**src/rtl/bg_tile_fetcher.sv**
```systemverilog
// Background tile fetcher: reads nametable, attribute and both pattern planes for one
// tile row over a req/ack VRAM port and presents planes plus palette select to the shifters.
module bg_tile_fetcher (
    input  logic        clk,
    input  logic        rst,
    input  logic        start,
    input  logic [15:0] nametable_ptr,
    input  logic [2:0]  pattern_table_offset,
    input  logic        bg_pattern_sel,
    output logic        busy,
    output logic        mem_rd_req,
    output logic [15:0] mem_addr,
    input  logic        mem_rd_ack,
    input  logic [7:0]  mem_rd_data,
    output logic        tile_valid,
    output logic [7:0]  tile_lo,
    output logic [7:0]  tile_hi,
    output logic [1:0]  tile_palette
);

    typedef enum logic [2:0] {
        ST_IDLE = 3'd0,
        ST_NT   = 3'd1,
        ST_AT   = 3'd2,
        ST_PLO  = 3'd3,
        ST_PHI  = 3'd4,
        ST_DONE = 3'd5
    } state_t;

    state_t      state_q, state_d;
    logic [15:0] ptr_q, ptr_d;
    logic [2:0]  fine_q, fine_d;
    logic        sel_q, sel_d;
    logic [7:0]  tile_idx_q, tile_idx_d;
    logic [1:0]  pal_cap_q, pal_cap_d;
    logic [7:0]  lo_cap_q, lo_cap_d;
    logic        busy_q, busy_d;
    logic        req_q, req_d;
    logic [15:0] addr_q, addr_d;
    logic        valid_q, valid_d;
    logic [7:0]  tile_lo_q, tile_lo_d;
    logic [7:0]  tile_hi_q, tile_hi_d;
    logic [1:0]  tile_pal_q, tile_pal_d;

    function automatic logic [15:0] attr_addr(input logic [15:0] p);
        return 16'h23C0 | (p & 16'h0C00) | ((p >> 4) & 16'h0038) | ((p >> 2) & 16'h0007);
    endfunction

    function automatic logic [15:0] pattern_addr(input logic s, input logic [7:0] t,
                                                 input logic plane, input logic [2:0] f);
        return {3'b000, s, t, plane, f};
    endfunction

    // Quadrant within the 32x32-pixel attribute cell picks which 2-bit field to use.
    function automatic logic [1:0] palette_pick(input logic [7:0] attr, input logic y_hi,
                                                input logic x_hi);
        logic [7:0] shifted;
        shifted = attr >> {y_hi, x_hi, 1'b0};
        return shifted[1:0];
    endfunction

    // Next-state, capture and registered-output computation.
    always_comb begin
        state_d    = state_q;
        ptr_d      = ptr_q;
        fine_d     = fine_q;
        sel_d      = sel_q;
        tile_idx_d = tile_idx_q;
        pal_cap_d  = pal_cap_q;
        lo_cap_d   = lo_cap_q;
        tile_lo_d  = tile_lo_q;
        tile_hi_d  = tile_hi_q;
        tile_pal_d = tile_pal_q;
        valid_d    = 1'b0;
        req_d      = 1'b0;
        addr_d     = 16'h0000;
        busy_d     = 1'b0;

        case (state_q)
            ST_IDLE: begin
                if (start) begin
                    ptr_d   = nametable_ptr;
                    fine_d  = pattern_table_offset;
                    sel_d   = bg_pattern_sel;
                    state_d = ST_NT;
                end else begin
                    state_d = ST_IDLE;
                end
            end
            ST_NT: begin
                if (mem_rd_ack) begin
                    tile_idx_d = mem_rd_data;
                    state_d    = ST_AT;
                end else begin
                    state_d = ST_NT;
                end
            end
            ST_AT: begin
                if (mem_rd_ack) begin
                    pal_cap_d = palette_pick(mem_rd_data, ptr_q[6], ptr_q[1]);
                    state_d   = ST_PLO;
                end else begin
                    state_d = ST_AT;
                end
            end
            ST_PLO: begin
                if (mem_rd_ack) begin
                    lo_cap_d = mem_rd_data;
                    state_d  = ST_PHI;
                end else begin
                    state_d = ST_PLO;
                end
            end
            ST_PHI: begin
                if (mem_rd_ack) begin
                    tile_lo_d  = lo_cap_q;
                    tile_hi_d  = mem_rd_data;
                    tile_pal_d = pal_cap_q;
                    valid_d    = 1'b1;
                    state_d    = ST_DONE;
                end else begin
                    state_d = ST_PHI;
                end
            end
            ST_DONE: state_d = ST_IDLE;
            default: state_d = ST_IDLE;
        endcase

        // Port outputs are registered, so they are decoded from the state being entered.
        busy_d = (state_d != ST_IDLE);
        case (state_d)
            ST_NT: begin
                req_d  = 1'b1;
                addr_d = ptr_d;
            end
            ST_AT: begin
                req_d  = 1'b1;
                addr_d = attr_addr(ptr_d);
            end
            ST_PLO: begin
                req_d  = 1'b1;
                addr_d = pattern_addr(sel_d, tile_idx_d, 1'b0, fine_d);
            end
            ST_PHI: begin
                req_d  = 1'b1;
                addr_d = pattern_addr(sel_d, tile_idx_d, 1'b1, fine_d);
            end
            default: begin
                req_d  = 1'b0;
                addr_d = 16'h0000;
            end
        endcase
    end

    // State, capture and output registers with asynchronous reset.
    always_ff @(posedge clk or posedge rst) begin
        if (rst) begin
            state_q    <= ST_IDLE;
            ptr_q      <= 16'h0000;
            fine_q     <= 3'd0;
            sel_q      <= 1'b0;
            tile_idx_q <= 8'h00;
            pal_cap_q  <= 2'd0;
            lo_cap_q   <= 8'h00;
            busy_q     <= 1'b0;
            req_q      <= 1'b0;
            addr_q     <= 16'h0000;
            valid_q    <= 1'b0;
            tile_lo_q  <= 8'h00;
            tile_hi_q  <= 8'h00;
            tile_pal_q <= 2'd0;
        end else begin
            state_q    <= state_d;
            ptr_q      <= ptr_d;
            fine_q     <= fine_d;
            sel_q      <= sel_d;
            tile_idx_q <= tile_idx_d;
            pal_cap_q  <= pal_cap_d;
            lo_cap_q   <= lo_cap_d;
            busy_q     <= busy_d;
            req_q      <= req_d;
            addr_q     <= addr_d;
            valid_q    <= valid_d;
            tile_lo_q  <= tile_lo_d;
            tile_hi_q  <= tile_hi_d;
            tile_pal_q <= tile_pal_d;
        end
    end

    assign busy         = busy_q;
    assign mem_rd_req   = req_q;
    assign mem_addr     = addr_q;
    assign tile_valid   = valid_q;
    assign tile_lo      = tile_lo_q;
    assign tile_hi      = tile_hi_q;
    assign tile_palette = tile_pal_q;

endmodule

```
**config.mk**
```make
export PLATFORM = sky130hd
export DESIGN_NAME = bg_tile_fetcher
export DESIGN_NICKNAME = d
export VERILOG_FILES = /design/src/rtl/bg_tile_fetcher.sv
export SDC_FILE = /design/constraint.sdc
export NUM_CORES = 1
export LEC_CHECK = 0
export ABC_AREA = 1
export CAP_MARGIN = 20
export CORE_AREA = 2 2 83 85
export DETAILED_ROUTE_END_ITERATION = 10
export DIE_AREA = 0 0 85 87
export HOLD_SLACK_MARGIN = 0.15
export PLACE_DENSITY = 0.77
export SLEW_MARGIN = 10
export SYNTH_ARGS = -nofsm -noshare
export SYNTH_HDL_FRONTEND = slang
export SYNTH_SLANG_ARGS = --single-unit
```
**constraint.sdc**
```tcl
create_clock -name clk -period 3 [get_ports clk]
set_input_delay 0.45 -clock clk [delete_from_list [all_inputs] [get_ports clk]]
set_output_delay 0.45 -clock clk [all_outputs]
set_load 0.01 [all_outputs]
```
# == Yosys cells after proc, flatten, opt, wreduce, memory -nomap -nowiden ==
# Cells that the tools add are included.
# word_totals
mem_bits_ro,0
input_bits,32
out_inout_bits,37
ram_bits,0
n_memories,0
latchBits,0
word_cells,49
register_bits,78
# classes
reduce_logical,6
add_sub_neg,0
div_mod_pow,0
eq_ne,8
n_mul,0
n_lt_le_gt_ge,0
bitwise,2
mux,18
shift,1
# ops
operator,count
case mux 16 bit (4 select lines),1
2-to-1 mux 16 bit,2
2-to-1 mux 8 bit,2
case mux 3 bit (5 select lines),1
OR 14 x 3 -> 14 bit,1
OR 14 x 6 -> 14 bit,1
"== test 3 x 2 -> 1 bit, second input constant",4
2-to-1 mux 3 bit,3
2-to-1 mux 1 bit,8
right shift 8 x 3 -> 2 bit,1
"== test 3 x 1 -> 1 bit, second input constant",2
"== test 3 bit, second input constant",2
AND reduction 2 bit,3
OR reduction 4 bit,1
logical NOT 3 bit,1
nonzero test 3 bit,1
2-to-1 mux 2 bit,1

# == Logic depth before layout (Yosys ltp) ==
# depth
ltp_word,5
ltp_mapped,11
depth_no_buf,10

# == Least setup slack after synthesis ==
# OpenSTA, ideal clock, no wires.
# synth_path
kind,input to register
from,input port mem_rd_ack
to,register addr_q[6] (netlist: mem_addr[6])
setup_ps,117
setup_slack_ps,1596
cell_stages,11
t_required_ps,2883
n_path_buf,2
t_arrival_ps,1288
cell_sequence,nand2_1 -> inv_1 -> nand2_2 -> nand2_2 -> buf_6 -> inv_2 -> nand4_2 -> nand2_2 -> buf_6 -> nand2_1 -> nand2_1
# synth_between
elab_chain_len,4
word_cells_on_any_way,12
classes_between,eq/ne: 4; mux: 8
# synth_lines
item,line_no,text
from (decl),13,"input logic mem_rd_ack,"
2-to-1 mux 3 bit / 2-to-1 mux 2 bit (equally long branches),"107, 91",
case mux 3 bit (5 select lines) *,79,case (state_q)
net state_d[1],30,"state_t state_q, state_d;"
"== test 3 bit, or another cell as far along",131,case (state_d)
case mux 16 bit (4 select lines) *,131,
net addr_d[6],39,"logic [15:0] addr_q, addr_d;"
to (signal assigned),182,addr_q <= addr_d;
to (decl),39,
# The timed path passes the listed nets; every way through them passes the cells marked *.
# A chain may end at the register's enable or synchronous reset.

# == Final worst setup path ==
# layout_path
from,input port mem_rd_ack
to,register addr_q[12] (netlist: mem_addr[12])
# layout_between
elab_chain_len,4
word_cells_on_any_way,10
classes_between,eq/ne: 4; mux: 6
# layout_lines
item,line_no
"2-to-1 mux 1 bit, or another cell as far along","99, 115"
case mux 3 bit (5 select lines) *,79
"== test 3 bit, or another cell as far along",131
case mux 16 bit (4 select lines) *,131
net addr_d[12],39
# Marks and branches as above.

==> out/metrics.cfg <==
[clock_tree]
ctsResizeCount=0
cts_buffer_depth=2
clk_pin_slew_ns=0.08
clock-sinks=78
htreeDepth=3
clk-insertion-delay-late_ns=0.35
cts_tree=done
hold_buffers=0
cts_buffers=9
post_cts_buffers=0
cts-root-buf=clkbuf_8

[worst_hold_path]
hold_path_class=input port to async pin

[layout]
area_delta_synth_final_pct=31.9
final_nets=460
num_antenna_cells=0
drive_above_1_share_pct=6.93

[placement]
gp_congestion=0.871
port_buffers=68
post-dp-hpwl_mm=4.93
dp_worst_setup_slack_ns=0.536

[worst_setup_path]
cp_max_fo=17
r2r_end=mem_addr[12]
worstReg2RegStart=state_q[0]
setup.worst_path.end_class=flip-flop
regToRegSetupSlack_ns=1.03
crit_required_ns=3.29
critical_path_arrival_ns=2.41
rr_worst_depth=9
critPathLaunchType=input port
worstSetupPathType=input port to flip-flop

[power]
p_leak_nw=2.16
powerDensity_nw_per_um2=1080
ir_worst_vdd_v=0.000518

[logic_synthesis]
seq_area_frac_synth_pct=62.0
synthDistinctLibCells=20
ys_top_cells_by_count=159 x nand2_1, 78 x dfrtp_1, 32 x inv_1
yosysTopAreaCell=dfrtp_1
synth_fp_nets=392
avgSynthCellArea_sq_um=8.75
synthesis.area_sq_um=3150
synth-edff-count=0
synth_top_area_share_pct=62.0
synthCells=360
synth_warnings=0
synth_ff_type=dfrtp_1
ys_ff_latch=78
synth.most_common_cell=nand2_1
async_reset_ff_share_pct=100
synth.area.top_cells=dfrtp_1 62%, nand2_1 19%, o21ai_0 4.8%, inv_1 3.8%, nand3_1 3.0%

[floorplanning]
die_y_um=87
die_x_um=85
start_util_pct=47.9
core_sq_um=6570
dieArea_sq_um=7400
num_rows=30
io_pins=69

[global_route]
grt_overflow_total=0
grt_start_max_net_pins=54
grt_pass1_vias=2424
grt_pass1_wl_mm=11.3
grt_usage_pct=19.7
antenna_found_initial=0

[status]
outcome=completed

[detailed_routing]
drtAntennaViolNets=0
wl_per_cell_um=13.5
viasPerCell=4.89
dr.first_iter.drc_count=103
wl_mm=6.93
drc_errors=0
vias=2507
first_pass_iters=5

[timing]
fmax_ghz=0.470
rsz0062_at_grt=no
worstMarginPinSlew_ns=0.558
final-setup-viol-count=0
max_slew_margin_pct=62.8
setup_ws_ns=0.872
fin_crit_sh_pct=70.9
hold_viol_final=0
slew_violations=0
clock-skew-final_ns=0.00763
min_period_ns=2.13
setup_tns_ns=0

[flow_run]
drv_cap=0

==> layout by cell type (no fill, tap or decap), drive strengths merged, types with 3 or more instances in the layout <==
cell,netlist,layout
nand3,19,19
clkbuf,3,10
nand2,163,163
o21ai,30,30
inv,33,33
dfrtp,78,78
a21oi,5,5
bufinv,0,4
nor2,12,12
clkdlybuf4s50,0,68
buf,11,3
==> metrics by stage <==
stage	hold WS (ns)	std cells	total power [mW]	utilization [%]	area, sq um
after floorplan	0.442	360	2.81	-	3150
after global placement	0.454	497	3.39	59.1	3880
after detailed placement	0.454	497	3.46	59.1	3880
after CTS	0.475	513	4.50	63.2	4150
after global routing	0.508	513	4.81	63.2	4150
final	0.469	513	4.49	63.2	4150
==> sequential cells by signal, indices dropped and copies added (netlist names) <==
name / count
state_q: 3
lo_cap_q: 8
mem_rd_req: 1
tile_hi: 8
tile_valid: 1
fine_q: 3
pal_cap_q: 2
sel_q: 1
ptr_q: 16
busy: 1
tile_palette: 2
mem_addr: 16
tile_lo: 8
tile_idx_q: 8
==> routing by layer <==
metal	GRT usage, %	up-vias	wire length [um]
li1	-	1240	-
met1	26.9	1173	3100
met2	31.5	83	3350
met3	3.22	11	336
met4	8.37	0	136
met5	0	-	0
==> how the worst max path moves through the flow <==
stage	start	to	slack [ns]	depth (start not counted)
after floorplan	rst	busy	0.55	1
after global placement	mem_rd_ack	mem_addr[3]	0.68	10
after detailed placement	mem_rd_ack	mem_addr[12]	0.54	10
after CTS	mem_rd_ack	mem_addr[12]	0.89	10
after global routing	mem_rd_ack	mem_addr[12]	0.66	10
final	mem_rd_ack	mem_addr[12]	0.87	10
==> cell type report <==
cell class	count	area, sq um
Clock buffer	10	138
Multi-Input combinational cell	235	991
Inverter	33	124
Timing Repair Buffer	71	716
Tap cell	80	100
Fill cell	557	2420
Clock inverter	6	133
Sequential cell	78	1950
==> worst max-delay path: stages <==
cell             delay, ns
clkdlybuf4s50_1       0.45
nand2_1               0.10
inv_1                 0.07
nand2_2               0.22
nand2_2               0.22
nor2_2                0.42
nand2_1               0.22
inv_1                 0.14
nand2_1               0.06
nand2_1               0.07
==> cells by family after synthesis <==
logic type,Yosys count,synth area share [%]
and+or+nand+nor,198,25.5
DFF,78,62.0
buffers and inverters,47,6.56
AOI/OAI and AO/OA,37,5.96
==> where the power goes <==
| part | leakage, nW | internal [mW] | switching [mW] |
|---|---|---|---|
| sequential | 0.986 | 1.51 | 0.202 |
| clock | 0.132 | 0.658 | 0.380 |
| combinational | 1.04 | 0.719 | 1.02 |
| total | 2.16 | 2.89 | 1.60 |
No activity file was read; power rests on OpenSTA's default activity.
==> edit: new RTL, same settings <==
The 6 states of `state_t` get a one-hot encoding in 6 bits.
--- a/src/rtl/bg_tile_fetcher.sv
+++ b/src/rtl/bg_tile_fetcher.sv
@@ -18,13 +18,13 @@
     output logic [1:0]  tile_palette
 );
 
-    typedef enum logic [2:0] {
-        ST_IDLE = 3'd0,
-        ST_NT   = 3'd1,
-        ST_AT   = 3'd2,
-        ST_PLO  = 3'd3,
-        ST_PHI  = 3'd4,
-        ST_DONE = 3'd5
+    typedef enum logic [5:0] {
+        ST_IDLE = 6'b000001,
+        ST_NT   = 6'b000010,
+        ST_AT   = 6'b000100,
+        ST_PLO  = 6'b001000,
+        ST_PHI  = 6'b010000,
+        ST_DONE = 6'b100000
     } state_t;
 
     state_t      state_q, state_d;
Formal check against the unedited RTL: same outputs for any inputs over 10 cycles, from zero or initial values and one cycle with rst high; not proved beyond that.
==> edit against the original RTL <==
  * Wire length is 12% higher
  * Area after synthesis up 11%
  * Cell count is 7.6% higher
  * Critical path depth fell by 2
  * Sequential cell count up 3
  * Total power is 14% lower
  * Design area increased by 6.4%
  * Setup slack improved by 0.19 ns
  * Critical path type is now flip-flop to flip-flop
==> edit: results (changes against the original RTL) <==
[grt]
globalRouteMet3Util_pct = 3.51  ; was 3.22%
use_met1_pct = 30.8  ; was 26.9%
grt_use_met2_pct = 37.1  ; was 31.5%
grt_pass1_wl_mm = 13.2  ; was 11.3 mm
grt_usage_pct = 23.1  ; was 19.7%
grt_pass1_vias = 2781  ; was 2,424
grt_max_degree = 36  ; was 54

[setup_path]
worstReg2RegStart = state_q[5]  ; was state_q[0]
reg2reg_depth = 8  ; was 9
r2r_slack_ns = 1.06  ; was 1.03 ns
worstPathArrival_ns = 2.22  ; was 2.41 ns
cp_slowest_cell = dfrtp_1  ; was clkdlybuf4s50_1
worstPathMaxFanout = 19  ; was 17
r2r-end = mem_addr[4]  ; was mem_addr[12]
critPathMaxStageDelay_ns = 0.39  ; was 0.45 ns

[status]
status = complete, no violations  ; unchanged

[yosys]
ys_async_sr_fraction_pct = 100  ; unchanged
synth.net_count = 429  ; was 392
yosysSeqAreaShare_pct = 58.2  ; was 62.0%
synth.top_cells.by_area = dfrtp_1 (57%), nand2_1 (19%), inv_1 (2.8%)  ; was dfrtp_1 (62%), nand2_1 (19%), o21ai_0 (4.8%)
yosys.cell_types.count = 27  ; was 20

[placement]
port_buffers = 68  ; unchanged
place_area_um2 = 4220  ; was 3880 µm²
place_congestion = 0.839  ; was 0.871
dpl.hpwl_mm = 5.54  ; was 4.93 mm

[worst_hold_path]
min-delay-path-class = flip-flop to flip-flop  ; was primary input to async pin

[finish]
drive_gt1_share_pct = 8.69  ; was 6.93%
nets = 499  ; was 460
fillers = 543  ; was 557
utilization_pct = 67.3  ; was 63.2%

[clock_tree]
ctsResizeCount = 0  ; unchanged

[timing]
fin_skew_ns = 0.00736  ; was 0.00763 ns
whs_ns = 0.473  ; was 0.469 ns

[pwr]
power.leakage_uw = 0.00226  ; was 0.00216 µW
ir_drop_mv = 0.447  ; was 0.518 mV

[routing]
initialDrtViolationCount = 176  ; was 103
avgViaCountPerCell = 5.16  ; was 4.89

## edit: cell count changes after synthesis, sizes merged, moves of 3 or more
cell,delta
a21boi,+5
o21ai,+3
nand4,+9
a21oi,+7
inv,-3
nand2,+12
## edit: per-layer routing
layer / part of all wire [%] / vias to the layer above
met2: 48 / 108
li1: - / 1410
met5: 0 / -
met3: 5.2 / 17
met4: 2.8 / 0
met1: 44 / 1312
## edit: kinds of logic (layout without fill, tap and decap cells)
| logic type | after synthesis | count (layout) | synth area share, % |
|---|---|---|---|
| and+or+nand+nor | 218 | 218 | 27.5 |
| DFF | 81 | 81 | 58.2 |
| AOI/OAI and AO/OA | 53 | 53 | 8.19 |
| buffers and inverters | 45 | 120 | 6.03 |
## edit: cell type report
cell class / count / share of cell area (%)
sequential: 81 / 45.9
multi-input combinational: 271 / 28.2
timing repair buffer: 74 / 16.7
clock buffer: 11 / 3.20
inverter: 30 / 2.55
tap: 80 / 2.26
clock inverter: 5 / 1.25
## edit: worst max-delay path by stage
stage,cells past startpoint,to,start
2_1_floorplan,1,busy,rst
3_3_place_gp,8,mem_addr[4],mem_rd_ack
3_5_place_dp,8,mem_addr[5],mem_rd_ack
4_1_cts,8,mem_addr[4],state_q[5]
5_1_grt,8,mem_addr[4],state_q[5]
6_report,8,mem_addr[4],state_q[5]
## edit: where the power goes
group	internal (µW)	leakage [µW]	switching, µW
clock	404	0.0000953	386
sequential	1520	0.00104	214
combinational	625	0.00112	725
total	2550	0.00226	1320
## edit: per-stage QoR
stage | setup WS, ns | total power (µW) | std cells
after global routing | 0.905 | 4140 | 552
after floorplan | 0.472 | 2490 | 397
after global placement | 0.809 | 3060 | 536
after detailed placement | 0.805 | 3100 | 536
final | 1.06 | 3880 | 552
after CTS | 1.09 | 3890 | 552
